File: src/rtl/uart_rx_periph_pkg.sv
// Shared register map, status bit positions and FSM state encoding for the UART receiver.
package uart_rx_periph_pkg;

  typedef enum logic [1:0] {
    ST_IDLE,
    ST_START,
    ST_DATA,
    ST_STOP
  } rx_state_e;

  localparam logic [3:0] RX_DATA_OFS   = 4'h0;
  localparam logic [3:0] RX_STATUS_OFS = 4'h4;
  localparam logic [3:0] RX_CTRL_OFS   = 4'h8;

  localparam int STAT_NOT_EMPTY = 0;
  localparam int STAT_FULL      = 1;
  localparam int STAT_OVERRUN   = 2;
  localparam int STAT_FRAME_ERR = 3;

  localparam int CTRL_IRQ_EN = 0;
  localparam int CTRL_FLUSH  = 1;

  localparam logic [31:0] RXDATA_EMPTY = 32'h8000_0000;

  function automatic logic [31:0] status_word(input logic not_empty, input logic full,
                                              input logic overrun, input logic frame_err);
    logic [31:0] w;
    w = '0;
    w[STAT_NOT_EMPTY] = not_empty;
    w[STAT_FULL]      = full;
    w[STAT_OVERRUN]   = overrun;
    w[STAT_FRAME_ERR] = frame_err;
    return w;
  endfunction

endpackage

File: src/rtl/uart_rx_fifo.sv
// Synchronous byte FIFO with push, pop and flush.
// Latency: pushed byte visible at head the cycle after the push edge; pop takes effect at the edge.
// Backpressure: push into full is dropped unless a pop happens the same cycle; flush beats push.
module uart_rx_fifo #(
  parameter int DEPTH = 16
) (
  input  logic                       clk,
  input  logic                       rst,
  input  logic                       push,
  input  logic [7:0]                 push_dat,
  input  logic                       pop,
  input  logic                       flush,
  output logic [7:0]                 head,
  output logic [$clog2(DEPTH):0]     count,
  output logic                       full,
  output logic                       empty
);
  localparam int AW = $clog2(DEPTH);

  logic [AW:0]   wr_ptr_q, wr_ptr_d;
  logic [AW:0]   rd_ptr_q, rd_ptr_d;
  logic [7:0]    mem_q [DEPTH];
  logic          push_ok;
  logic          pop_ok;

  always_comb begin
    count   = wr_ptr_q - rd_ptr_q;
    empty   = (wr_ptr_q == rd_ptr_q);
    full    = (count == (AW+1)'(DEPTH));
    pop_ok  = pop & ~empty;
    // A pop frees the slot in the same cycle, so a full FIFO can still accept.
    push_ok = push & (~full | pop_ok);
    head    = mem_q[rd_ptr_q[AW-1:0]];
    wr_ptr_d = wr_ptr_q + {{AW{1'b0}}, push_ok};
    rd_ptr_d = rd_ptr_q + {{AW{1'b0}}, pop_ok};
    if (flush) begin
      wr_ptr_d = '0;
      rd_ptr_d = '0;
    end
  end

  always_ff @(posedge clk) begin
    if (rst) begin
      wr_ptr_q <= '0;
      rd_ptr_q <= '0;
    end else begin
      wr_ptr_q <= wr_ptr_d;
      rd_ptr_q <= rd_ptr_d;
    end
  end

  always_ff @(posedge clk) begin
    if (push_ok && !flush) begin
      mem_q[wr_ptr_q[AW-1:0]] <= push_dat;
    end
  end

endmodule

File: src/rtl/uart_rx_periph.sv
// Memory-mapped 8N1 UART receiver: synchroniser, bit FSM, byte FIFO, registers and level interrupt.
// Latency: byte pushed at the mid-stop sample; register reads combinational; interrupt registered (1 cycle).
// Backpressure: none on the serial side; bytes arriving at a full FIFO are dropped and flag overrun.
module uart_rx_periph
  import uart_rx_periph_pkg::*;
#(
  parameter int CLKS_PER_BIT = 868,
  parameter int FIFO_DEPTH   = 16
) (
  input  logic        clk,
  input  logic        rst,
  input  logic [31:0] addr,
  input  logic [31:0] write_data,
  input  logic        write_enable,
  input  logic        read_enable,
  output logic [31:0] read_data,
  output logic        rx_valid,
  input  logic        rx,
  output logic        rx_interrupt
);
  localparam int BAUD_W  = $clog2(CLKS_PER_BIT);
  localparam int CNT_W   = $clog2(FIFO_DEPTH) + 1;
  localparam logic [BAUD_W-1:0] BAUD_LAST = BAUD_W'(CLKS_PER_BIT - 1);
  localparam logic [BAUD_W-1:0] HALF_LAST = BAUD_W'(CLKS_PER_BIT / 2 - 1);

  logic              rx_meta_q, rx_meta_d;
  logic              rx_sync_q, rx_sync_d;
  logic              rx_prev_q, rx_prev_d;
  rx_state_e         state_q, state_d;
  logic [BAUD_W-1:0] baud_q, baud_d;
  logic [2:0]        bit_q, bit_d;
  logic [7:0]        shift_q, shift_d;
  logic              overrun_q, overrun_d;
  logic              frame_err_q, frame_err_d;
  logic              irq_en_q, irq_en_d;
  logic              irq_q, irq_d;

  logic              byte_push;
  logic              frame_bad;
  logic              pop_req;
  logic              sts_wr;
  logic              ctrl_wr;
  logic              flush;
  logic [7:0]        fifo_head;
  logic [CNT_W-1:0]  fifo_count;
  logic              fifo_full;
  logic              fifo_empty;
  logic              unused_bits;

  assign unused_bits = ^{addr[31:4], write_data[31:4], fifo_count};

  always_comb begin
    rx_meta_d = rx;
    rx_sync_d = rx_meta_q;
    rx_prev_d = rx_sync_q;
  end

  always_comb begin
    state_d   = state_q;
    baud_d    = baud_q;
    bit_d     = bit_q;
    shift_d   = shift_q;
    byte_push = 1'b0;
    frame_bad = 1'b0;
    case (state_q)
      ST_IDLE: begin
        if (!rx_sync_q && rx_prev_q) begin
          state_d = ST_START;
          baud_d  = '0;
          bit_d   = '0;
        end
      end
      ST_START: begin
        if (baud_q == HALF_LAST) begin
          baud_d  = '0;
          state_d = rx_sync_q ? ST_IDLE : ST_DATA;
        end else begin
          baud_d = baud_q + BAUD_W'(1);
        end
      end
      ST_DATA: begin
        if (baud_q == BAUD_LAST) begin
          baud_d  = '0;
          shift_d = {rx_sync_q, shift_q[7:1]};
          bit_d   = bit_q + 3'd1;
          if (bit_q == 3'd7) begin
            state_d = ST_STOP;
          end
        end else begin
          baud_d = baud_q + BAUD_W'(1);
        end
      end
      ST_STOP: begin
        // Returning to IDLE at mid-stop leaves half a bit to catch the next start edge.
        if (baud_q == BAUD_LAST) begin
          baud_d    = '0;
          state_d   = ST_IDLE;
          byte_push = rx_sync_q;
          frame_bad = ~rx_sync_q;
        end else begin
          baud_d = baud_q + BAUD_W'(1);
        end
      end
      default: state_d = ST_IDLE;
    endcase
  end

  always_comb begin
    pop_req  = read_enable && (addr[3:0] == RX_DATA_OFS) && !fifo_empty;
    sts_wr   = write_enable && (addr[3:0] == RX_STATUS_OFS);
    ctrl_wr  = write_enable && (addr[3:0] == RX_CTRL_OFS);
    flush    = ctrl_wr && write_data[CTRL_FLUSH];
    rx_valid = read_enable | write_enable;
    // Set terms are OR-ed after the W1C mask so a same-cycle event survives the clear.
    overrun_d   = (overrun_q & ~(sts_wr & write_data[STAT_OVERRUN]))
                | (byte_push & fifo_full & ~pop_req);
    frame_err_d = (frame_err_q & ~(sts_wr & write_data[STAT_FRAME_ERR])) | frame_bad;
    irq_en_d    = ctrl_wr ? write_data[CTRL_IRQ_EN] : irq_en_q;
    irq_d       = irq_en_q & (~fifo_empty | overrun_q | frame_err_q);
    rx_interrupt = irq_q;
  end

  always_comb begin
    read_data = '0;
    case (addr[3:0])
      RX_DATA_OFS:   read_data = fifo_empty ? RXDATA_EMPTY : {24'd0, fifo_head};
      RX_STATUS_OFS: read_data = status_word(~fifo_empty, fifo_full, overrun_q, frame_err_q);
      RX_CTRL_OFS:   read_data = {31'd0, irq_en_q};
      default:       read_data = '0;
    endcase
  end

  always_ff @(posedge clk) begin
    if (rst) begin
      rx_meta_q   <= 1'b1;
      rx_sync_q   <= 1'b1;
      rx_prev_q   <= 1'b1;
      state_q     <= ST_IDLE;
      baud_q      <= '0;
      bit_q       <= '0;
      shift_q     <= '0;
      overrun_q   <= 1'b0;
      frame_err_q <= 1'b0;
      irq_en_q    <= 1'b0;
      irq_q       <= 1'b0;
    end else begin
      rx_meta_q   <= rx_meta_d;
      rx_sync_q   <= rx_sync_d;
      rx_prev_q   <= rx_prev_d;
      state_q     <= state_d;
      baud_q      <= baud_d;
      bit_q       <= bit_d;
      shift_q     <= shift_d;
      overrun_q   <= overrun_d;
      frame_err_q <= frame_err_d;
      irq_en_q    <= irq_en_d;
      irq_q       <= irq_d;
    end
  end

  uart_rx_fifo #(
    .DEPTH (FIFO_DEPTH)
  ) u_fifo (
    .clk      (clk),
    .rst      (rst),
    .push     (byte_push),
    .push_dat (shift_q),
    .pop      (pop_req),
    .flush    (flush),
    .head     (fifo_head),
    .count    (fifo_count),
    .full     (fifo_full),
    .empty    (fifo_empty)
  );

endmodule

File: config.mk
export PLATFORM = sky130hd
export DESIGN_NAME = uart_rx_periph
export DESIGN_NICKNAME = d
export VERILOG_FILES = /design/src/rtl/uart_rx_periph_pkg.sv /design/src/rtl/uart_rx_fifo.sv /design/src/rtl/uart_rx_periph.sv
export SDC_FILE = /design/constraint.sdc
export NUM_CORES = 1
export LEC_CHECK = 0
export ABC_AREA = 1
export ABC_CLOCK_PERIOD_IN_PS = 3400
export CAP_MARGIN = 20
export CORE_ASPECT_RATIO = 1.25
export CORE_MARGIN = 5
export CORE_UTILIZATION = 45
export DETAILED_ROUTE_END_ITERATION = 10
export MAX_ROUTING_LAYER = met4
export PLACE_DENSITY = 0.69
export SLEW_MARGIN = 10
export SYNTH_ARGS = -nofsm -noshare
export SYNTH_HDL_FRONTEND = slang
export SYNTH_SLANG_ARGS = --single-unit
File: constraint.sdc
create_clock -name clk -period 3.4 [get_ports clk]
set_input_delay 0.51 -clock clk [delete_from_list [all_inputs] [get_ports clk]]
set_output_delay 0.51 -clock clk [all_outputs]
set_load 0.03 [all_outputs]
==> results of run 1 <==
-- power by group --
part | internal, mW | switching (mW) | total (mW)
registers | 2.19 | 0.0120 | 2.20
clock network | 0.995 | 0.896 | 1.89
logic | 0.0450 | 0.105 | 0.150
-- cell families (layout without fill, tap and decap cells) --
group / after synthesis / in the layout / share of synthesized area (%)
buffers and inverters: 106 / 130 / 6.65
adders and majority gates: 12 / 12 / 2.00
other: 1 / 23 / 0.0498
xor gates and xnor gates: 7 / 7 / 0.815
AOI/OAI and AO/OA: 146 / 146 / 10.8
and+or+nand+nor: 297 / 297 / 17.9
DFF: 168 / 168 / 61.7
-- state kept, by name, indices dropped and copies added, names as in the netlist, named ones only --
name / count
rx_prev_q: 1
u_fifo.mem_q: 128
rx_interrupt: 1
state_q: 1
baud_q: 10
rx_meta_q: 1
u_fifo.wr_ptr_q: 5
bit_q: 3
u_fifo.rd_ptr_q: 5
frame_err_q: 1
shift_q: 8
overrun_q: 1
irq_en_q: 1
rx_prev_d: 1
-- synthesized netlist by cell type (2+ instances only) --
library cell,number,area (um2)
dfxtp_1,40,801
xnor2_1,2,17.5
nor2_1,112,420
nand3_1,31,155
o22ai_1,18,113
nand2_1,110,413
o211ai_1,16,120
ha_1,12,150
or2_2,4,25.0
nand4_1,8,50.1
a21oi_1,29,145
nor2_4,3,33.8
o31ai_1,3,22.5
inv_1,50,188
nand3b_1,3,22.5
buf_1,2,7.51
inv_2,9,33.8
clkbuf_1,13,48.8
nor3_4,3,48.8
xor2_1,5,43.8
buf_4,23,173
o21ai_0,74,370
nand3_2,2,20.0
buf_2,7,35.0
a31oi_1,2,12.5
nor3_1,3,15.0
nand2_2,3,18.8
nor2_2,9,56.3
edfxtp_1,128,3840
-- final timing paths --
check / to
worst max-delay path: read_data[2]
worst min-delay path: rx_prev_d$_SDFF_PP1_
worst max register to register: u_fifo.wr_ptr_q[2]$_SDFF_PP0_
worst min register to register: rx_prev_d$_SDFF_PP1_
-- final cells by class --
class | instances | area (um2)
multi-input combinational | 485 | 2460
clock inverter | 15 | 164
timing repair buffer | 38 | 320
clock buffer | 17 | 425
fill | 1424 | 7820
tap | 216 | 270
sequential | 168 | 4650
inverter | 60 | 225
-- metal layers --
layer	GRT usage, %	vias up	routed length (um)
met5	-	-	0
met4	6.92	0	431
met3	3.04	23	901
met2	28.9	168	7840
met1	20.7	2476	6830
li1	-	2577	-
-- stage by stage --
step / worst slack (ns) / util [%]
after detailed placement: 0.581 / 48.5
after global placement: 0.627 / 48.5
final: 0.580 / 52.1
after floorplan: 0.905 / -
after global routing: 0.240 / 52.1
after CTS: 0.524 / 52.1
-- worst max-delay path, delay by kind of cell, from the launching register on --
family | cells | cell delay, ns
compound gates | 2 | 0.44
buf+inv | 2 | 0.45
flops | 1 | 0.58
simple gates | 4 | 0.43
==> reports/metrics.yaml, run 1 <==
fin_skew_ns: 0.0160
slowest_stage: "dfxtp_2"
grt_first_pass_wirelength_um: 25600
rsz0062_at_grt: "no"
ant_nets: 0
peakVddDrop_uv: 408
drv_slew: 0
gr-usage-all-layers_pct: 17.2
placed_area_mm2: 0.00792
p_leak_nw: 3.27
synth_area_per_cell_um2: 10.2
yosysWarnings: 0
synth-edff-count: 128
via_per_inst: 5.25
post_cts_resized: 0
ys_seq_area_share_pct: 61.7
worstHoldStart: "rx_meta_q$_SDFF_PP1_"
syn_to_final_growth_pct: 13.1
power_mw: 4.24
dieArea_mm2: 0.0194
coreArea_mm2: 0.0163
criticalPathCategory: "reg2out"
crit_path_max_incr_delay_ns: 0.58
fin_crit_ns: 2.82
dieHeight_um: 155
dp_cells: 967
cap_violations: 0
power_density_mw_per_mm2: 498
worstSetupStartpoint: "u_fifo.rd_ptr_q[0]$_SDFF_PP0_"
ys.flop_type: "edfxtp_1"
overflow: 0
rrSetupSlack_ns: 0.70
cts_buffer_depth: 2
hold_path_class: "reg2reg"
cts_inserted_buffers: 17
netlist_instances: 737
wl_per_cell_um: 16.0
drive_gt1_share_pct: 12.0
hold_viol_final: 0
worstSetupEndpointType: "primary output"
firstDrtPassIters: 5
setup_viol: 0
synth_area_mm2: 0.00752
fin_tns_setup_ns: 0
final.period_utilization_pct: 82.9
stdcell_count: 999
synth-seq-cells: 168
die_w_um: 126
insertedDiodeCount: 0
worstPathRequired_ns: 2.89
drt-total-wl_um: 16000
r2r_start: "u_fifo.rd_ptr_q[2]$_SDFF_PP0_"
cts_setup_buffers: 0
final_cell_mix: "edfxtp_1 (128), nor2_1 (112), nand2_1 (110), o21ai_0 (74), inv_1 (50)"
crit_path_max_fanout: 19
grt_max_degree: 49
drc: 0
htreeDepth: 4
grt_pass1_vias: 4995
port_buffers: 23
insertion_delay_ns: 0.43
outcome: "finished, final reports clean"
slew_headroom_pct: 50.1
path_clk_slew_ns: 0.07
clock_sinks: 168
nets: 851
r2r_cells: 12
row_count: 52
drt_iter0_markers: 253
vias: 5244
antenna_found_initial: 0
min_path_cells: 1
dp_hpwl_um: 10300
crit_chain: "buf_4, o21ai_0, o211ai_1, nand3_1, nand3_1, nand2_1, nand2_1, buf_4"
ios: 103
layout_commonest_cell: "edfxtp_1"
ctsHoldBuffers: 0
fmax_ghz: 0.355
initial_core_util_pct: 46.1
root_buffer: "clkbuf_16"
hold_ws_ns: 0.411
cp-start-kind: "register"
gp_congestion: 0.880
synthArstFlopShare_pct: 0
tightest_slew_ns: 0.748
synth_cell_types: 42
tritoncts: "yes"
worstPathArrival_ns: 2.31
fin_area_mm2: 0.00851
Note: power is estimated with default switching activity, not from simulation.
==> run 2: changes to the inputs <==
- ABC_CLOCK_PERIOD_IN_PS: 3400 -> 2540
- PLACE_DENSITY: 0.69 -> 0.71
- clock period: 3.4 -> 2.54 ns (I/O delays scaled with it)
==> run 2 against run 1 <==
Net effect: first-iteration DRC count grew 58%; count of clock-buffer cells in the layout did not move; hold slack is essentially flat; final cell count up 1.9%; largest power group unchanged; non-clock buffer count is 19 higher; sequential power rose by 34%; largest cell class unchanged.
==> reports/metrics.yaml, run 2 (same netlist as run 1, synthesis figures left out) <==
drc: 0
rsz0062_at_grt: "yes"
final.period_utilization_pct: 96.8
drv_slew: 0
insertedDiodeCount: 0
crit_buf_inv: 4
drt-total-wl_um: 15800
final_util_pct: 54.6
grt_busiest_layer: "met2"
gr-usage-all-layers_pct: 16.7
final_cell_mix: "edfxtp_1 (128), nor2_1 (110), nand2_1 (108), o21ai_0 (71), inv_1 (47)"
r2r-end: "u_fifo.wr_ptr_q[2]$_SDFF_PP0_"
cts_inserted_buffers: 17
fin_tns_setup_ns: 0
setup_ws_ns: 0.0808
worstSetupEndpointType: "primary output"
crit_path_max_incr_delay_ns: 0.40
wl_per_cell_um: 15.5
worstPathRequired_ns: 2.16
fmax_ghz: 0.407
ant_nets: 0
ctsHoldBuffers: 0
multi_input_area_mm2: 0.00255
firstDrtPassIters: 5
r2r_cells: 15
via_per_inst: 5.17
layout_commonest_cell: "edfxtp_1"
outcome: "finished, final reports clean"
use_met3_pct: 3.86
path_clk_slew_ns: 0.07
tightest_slew_ns: 0.707
post-place-ws_ns: 0.0884
nets: 870
dp_hpwl_um: 10100
criticalPathCategory: "reg2out"
tritoncts: "yes"
fill_cells: 1372
setup_viol: 0
grt_util_met2_pct: 28.1
placed_area_mm2: 0.00803
fin_area_mm2: 0.00892
row_count: 52
slowest_stage: "dfxtp_4"
crit_end: "read_data[0]"
cp-start-kind: "register"
crit_chain: "buf_12, inv_8, buf_12, o21ai_1, o211ai_1, nand3_1, nand3_1, nand2_1, nand2_1, buf_4"
dieArea_mm2: 0.0194
vias: 5261
drive_gt1_share_pct: 16.3
antenna_found_initial: 0
drt_iter0_markers: 399
hold_viol_final: 0
coreArea_mm2: 0.0163
insertion_delay_ns: 0.43
cap_violations: 0
die_w_um: 126
gp_congestion: 0.874
crit_path_max_fanout: 16
rrSetupSlack_ns: 0.24
overflow: 0
r2r_start: "u_fifo.rd_ptr_q[1]$_SDFF_PP0_"
grt_first_pass_wirelength_um: 24900
ios: 103
path_depth: 10
slew_headroom_pct: 52.8
power_mw: 5.67
power_density_mw_per_mm2: 636
worstSetupStartpoint: "u_fifo.rd_ptr_q[0]$_SDFF_PP0_"
clock_sinks: 168
fin_crit_ns: 2.46
grt_max_degree: 49
htreeDepth: 4
dp_cells: 981
hold_ws_ns: 0.411
worstPathArrival_ns: 2.08
grt_pass1_vias: 4908
cts_buffer_depth: 2
regArea_mm2: 0.00466
root_buffer: "clkbuf_16"
largest_reg_flops: 128
p_leak_nw: 3.43
syn_to_final_growth_pct: 18.5
min_path_cells: 1
hold_path_class: "reg2reg"
peakVddDrop_uv: 456
dieHeight_um: 155
port_buffers: 23
fin_skew_ns: 0.0112
stdcell_count: 1018
crit_family: "buffers and inverters"
use_met1_pct: 20.2
initial_core_util_pct: 46.1
run 2: timing repair:
item / CTS / global route
gates resized for setup: 22 / 27
pin swaps: 0 / 2
endpoints found under the setup margin: 8 / 50
cloned: 1 / 3
buffers inserted: 0 / 2
run 2: area by class of cell:
class,count,area share (%)
multi-input combinational,485,28.6
timing repair buffer,57,6.86
clock inverter,15,1.94
clock buffer,17,4.77
sequential,168,52.2
inverter,60,2.64
tap,216,3.03
run 2: worst min-delay path by stage:
stage | endpoint | slack (ns) | start
5_1_grt | rx_prev_d$_SDFF_PP1_ | 0.44 | rx_meta_q$_SDFF_PP1_
3_3_place_gp | rx_prev_d$_SDFF_PP1_ | 0.39 | rx_meta_q$_SDFF_PP1_
6_report | rx_prev_d$_SDFF_PP1_ | 0.41 | rx_meta_q$_SDFF_PP1_
2_1_floorplan | rx_prev_d$_SDFF_PP1_ | 0.39 | rx_meta_q$_SDFF_PP1_
4_1_cts | rx_prev_d$_SDFF_PP1_ | 0.41 | rx_meta_q$_SDFF_PP1_
3_5_place_dp | rx_prev_d$_SDFF_PP1_ | 0.40 | rx_meta_q$_SDFF_PP1_
run 2: power breakdown:
part | total, mW | internal, mW | switching [mW]
registers | 2.94 | 2.93 | 0.0156
logic | 0.201 | 0.0607 | 0.140
clock network | 2.53 | 1.33 | 1.20
run 2: layer usage:
layer	routed length (um)	vias up
li1	-	2611
met1	6590	2474
met2	8050	159
met3	941	17
met4	207	0
met5	0	-
==> run 3: changes to the inputs <==
- ABC_CLOCK_PERIOD_IN_PS: 2540 -> 3100
- CTS_BUF_LIST: unset -> sky130_fd_sc_hd__clkbuf_16
- PLACE_DENSITY: 0.71 -> 0.69
- SETUP_SLACK_MARGIN: unset -> 0.05
- clock period: 2.54 -> 3.1 ns (I/O delays scaled with it)
==> run 3 against run 2 <==
Net effect: design area decreased by 4.5%; wire length increased by 2.6%; worst setup slack improved by 0.23 ns; critical path depth unchanged; global-route usage up 0.82 points; core utilization is 2.5 points lower; first-iteration DRC count shrank 26%; final cell count decreased by 1.8%; clock skew decreased by 0.0022 ns; via count is the same; sequential share of layout area is 2.4 points higher; total power shrank 18%.
==> reports/metrics.yaml, run 3 (same netlist as run 1, synthesis figures left out) <==
grt_max_degree: 49
setup_viol: 0
layout_commonest_cell: "edfxtp_1"
cap_violations: 0
port_buffers: 23
worstSetupEndpointType: "primary output"
gp_congestion: 0.871
fmax_ghz: 0.359
fin_crit_ns: 2.79
tightest_slew_ns: 0.812
vias: 5261
insertion_delay_ns: 0.43
fin_tns_setup_ns: 0
post-place-ws_ns: 0.336
slowest_stage: "ha_1"
cpMostUsedCell: "nand2_1"
final.period_utilization_pct: 89.9
drv_slew: 0
hold_path_class: "reg2reg"
dp_hpwl_um: 10200
r2r-end: "u_fifo.wr_ptr_q[2]$_SDFF_PP0_"
worstPathRequired_ns: 2.63
clock_sinks: 168
coreArea_mm2: 0.0163
placed_area_mm2: 0.00793
slew_headroom_pct: 45.8
root_buffer: "clkbuf_16"
ant_nets: 0
gr-usage-all-layers_pct: 17.5
die_w_um: 126
path_clk_slew_ns: 0.07
ctsHoldBuffers: 0
hold_path_end: "rx_prev_d$_SDFF_PP1_"
hold_viol_final: 0
hold_ws_ns: 0.412
drt_iter0_markers: 296
firstDrtPassIters: 5
tritoncts: "yes"
final_util_pct: 52.1
dieHeight_um: 155
crit_chain: "inv_1, ha_1, a21oi_1, nand2_1, nand2_1, nand3_1, nor2_1, nand2_1, nand2_1, buf_4"
rsz0062_at_grt: "no"
row_count: 52
worstHoldStart: "rx_meta_q$_SDFF_PP1_"
wl_per_cell_um: 16.2
cts_buffer_depth: 2
crit_path_max_incr_delay_ns: 0.34
syn_to_final_growth_pct: 13.2
htreeDepth: 4
antenna_found_initial: 0
fin_skew_ns: 0.00894
rrSetupSlack_ns: 0.41
grt_first_pass_wirelength_um: 26000
peakVddDrop_uv: 368
r2r_cells: 12
dieArea_mm2: 0.0194
insertedDiodeCount: 0
criticalPathCategory: "reg2out"
final_cell_mix: "edfxtp_1 (128), nor2_1 (112), nand2_1 (110), o21ai_0 (74), inv_1 (50)"
post_cts_resized: 0
via_per_inst: 5.26
outcome: "finished, final reports clean"
cp-start-kind: "register"
ios: 103
min_path_cells: 1
fin_area_mm2: 0.00851
nets: 852
drt-total-wl_um: 16200
p_leak_nw: 3.26
overflow: 0
cts_inserted_buffers: 17
cts_setup_buffers: 0
initial_core_util_pct: 46.1
largest_reg_flops: 128
drive_gt1_share_pct: 12.1
r2r_start: "u_fifo.rd_ptr_q[2]$_SDFF_PP0_"
setup_ws_ns: 0.314
drc: 0
power_density_mw_per_mm2: 543
grt_pass1_vias: 5120
worstPathArrival_ns: 2.32
crit_path_max_fanout: 7
run 3: cell types whose count changed in the layout (fill, tap and decap cells not counted), moves of 3 or more:
cell       previous run  this run
inv_1                47        50
o21ai_0              71        74
o21ai_1               4         1
ha_4                  3         0
buf_4                29        25
ha_1                  9        12
dfxtp_1              35        39
buf_12                3         0
buf_6                 5         0
clkbuf_16            20        17
run 3: power breakdown:
group | internal (mW) | switching, mW
clock | 1.08 | 0.966
sequential | 2.40 | 0.0126
combinational | 0.0497 | 0.116
run 3: worst max-delay path by stage:
stage,from,to,slack [ns],depth (start not counted)
after global routing,u_fifo.rd_ptr_q[2]$_SDFF_PP0_,read_data[1],0.09,10
after floorplan,u_fifo.rd_ptr_q[1]$_SDFF_PP0_,u_fifo.wr_ptr_q[2]$_SDFF_PP0_,0.61,15
after detailed placement,addr[1],u_fifo.mem_q[5][5]$_DFFE_PP_,0.34,9
after global placement,addr[1],u_fifo.mem_q[15][0]$_DFFE_PP_,0.36,9
final,u_fifo.rd_ptr_q[2]$_SDFF_PP0_,read_data[1],0.31,10
after CTS,u_fifo.rd_ptr_q[2]$_SDFF_PP0_,read_data[1],0.28,10
run 3: layout make-up:
| type | instances | area, um2 |
|---|---|---|
| well taps | 216 | 270 |
| flip-flops and latches | 168 | 4650 |
| clock inverters | 15 | 159 |
| repair buffers | 39 | 328 |
| fillers | 1432 | 7820 |
| inverters | 60 | 225 |
| multi-input cells | 485 | 2460 |
| clock buffers | 17 | 425 |
run 3: metal layers:
| metal | vias to the layer above | share of wire (%) | track usage (%) |
|---|---|---|---|
| met5 | - | 0 | - |
| met4 | 0 | 2.1 | 6.92 |
| met3 | 22 | 5.2 | 3.28 |
| met2 | 165 | 50 | 28.9 |
| met1 | 2497 | 43 | 21.3 |
| li1 | 2577 | - | - |
run 3: critical path, delay by kind of cell (launching register included):
kind	cells	cell delay, ns
fa+ha+maj	1	0.34
compound gates	1	0.22
buf+inv	2	0.39
flops	1	0.31
simple gates	6	0.63
run 3: metrics by stage:
stage               instances  power (mW)
floorplan                 759        2.61
global route             1000        4.79
global placement          968        2.63
CTS                      1000        4.66
detailed placement        968        2.63
finish                   1000        4.63
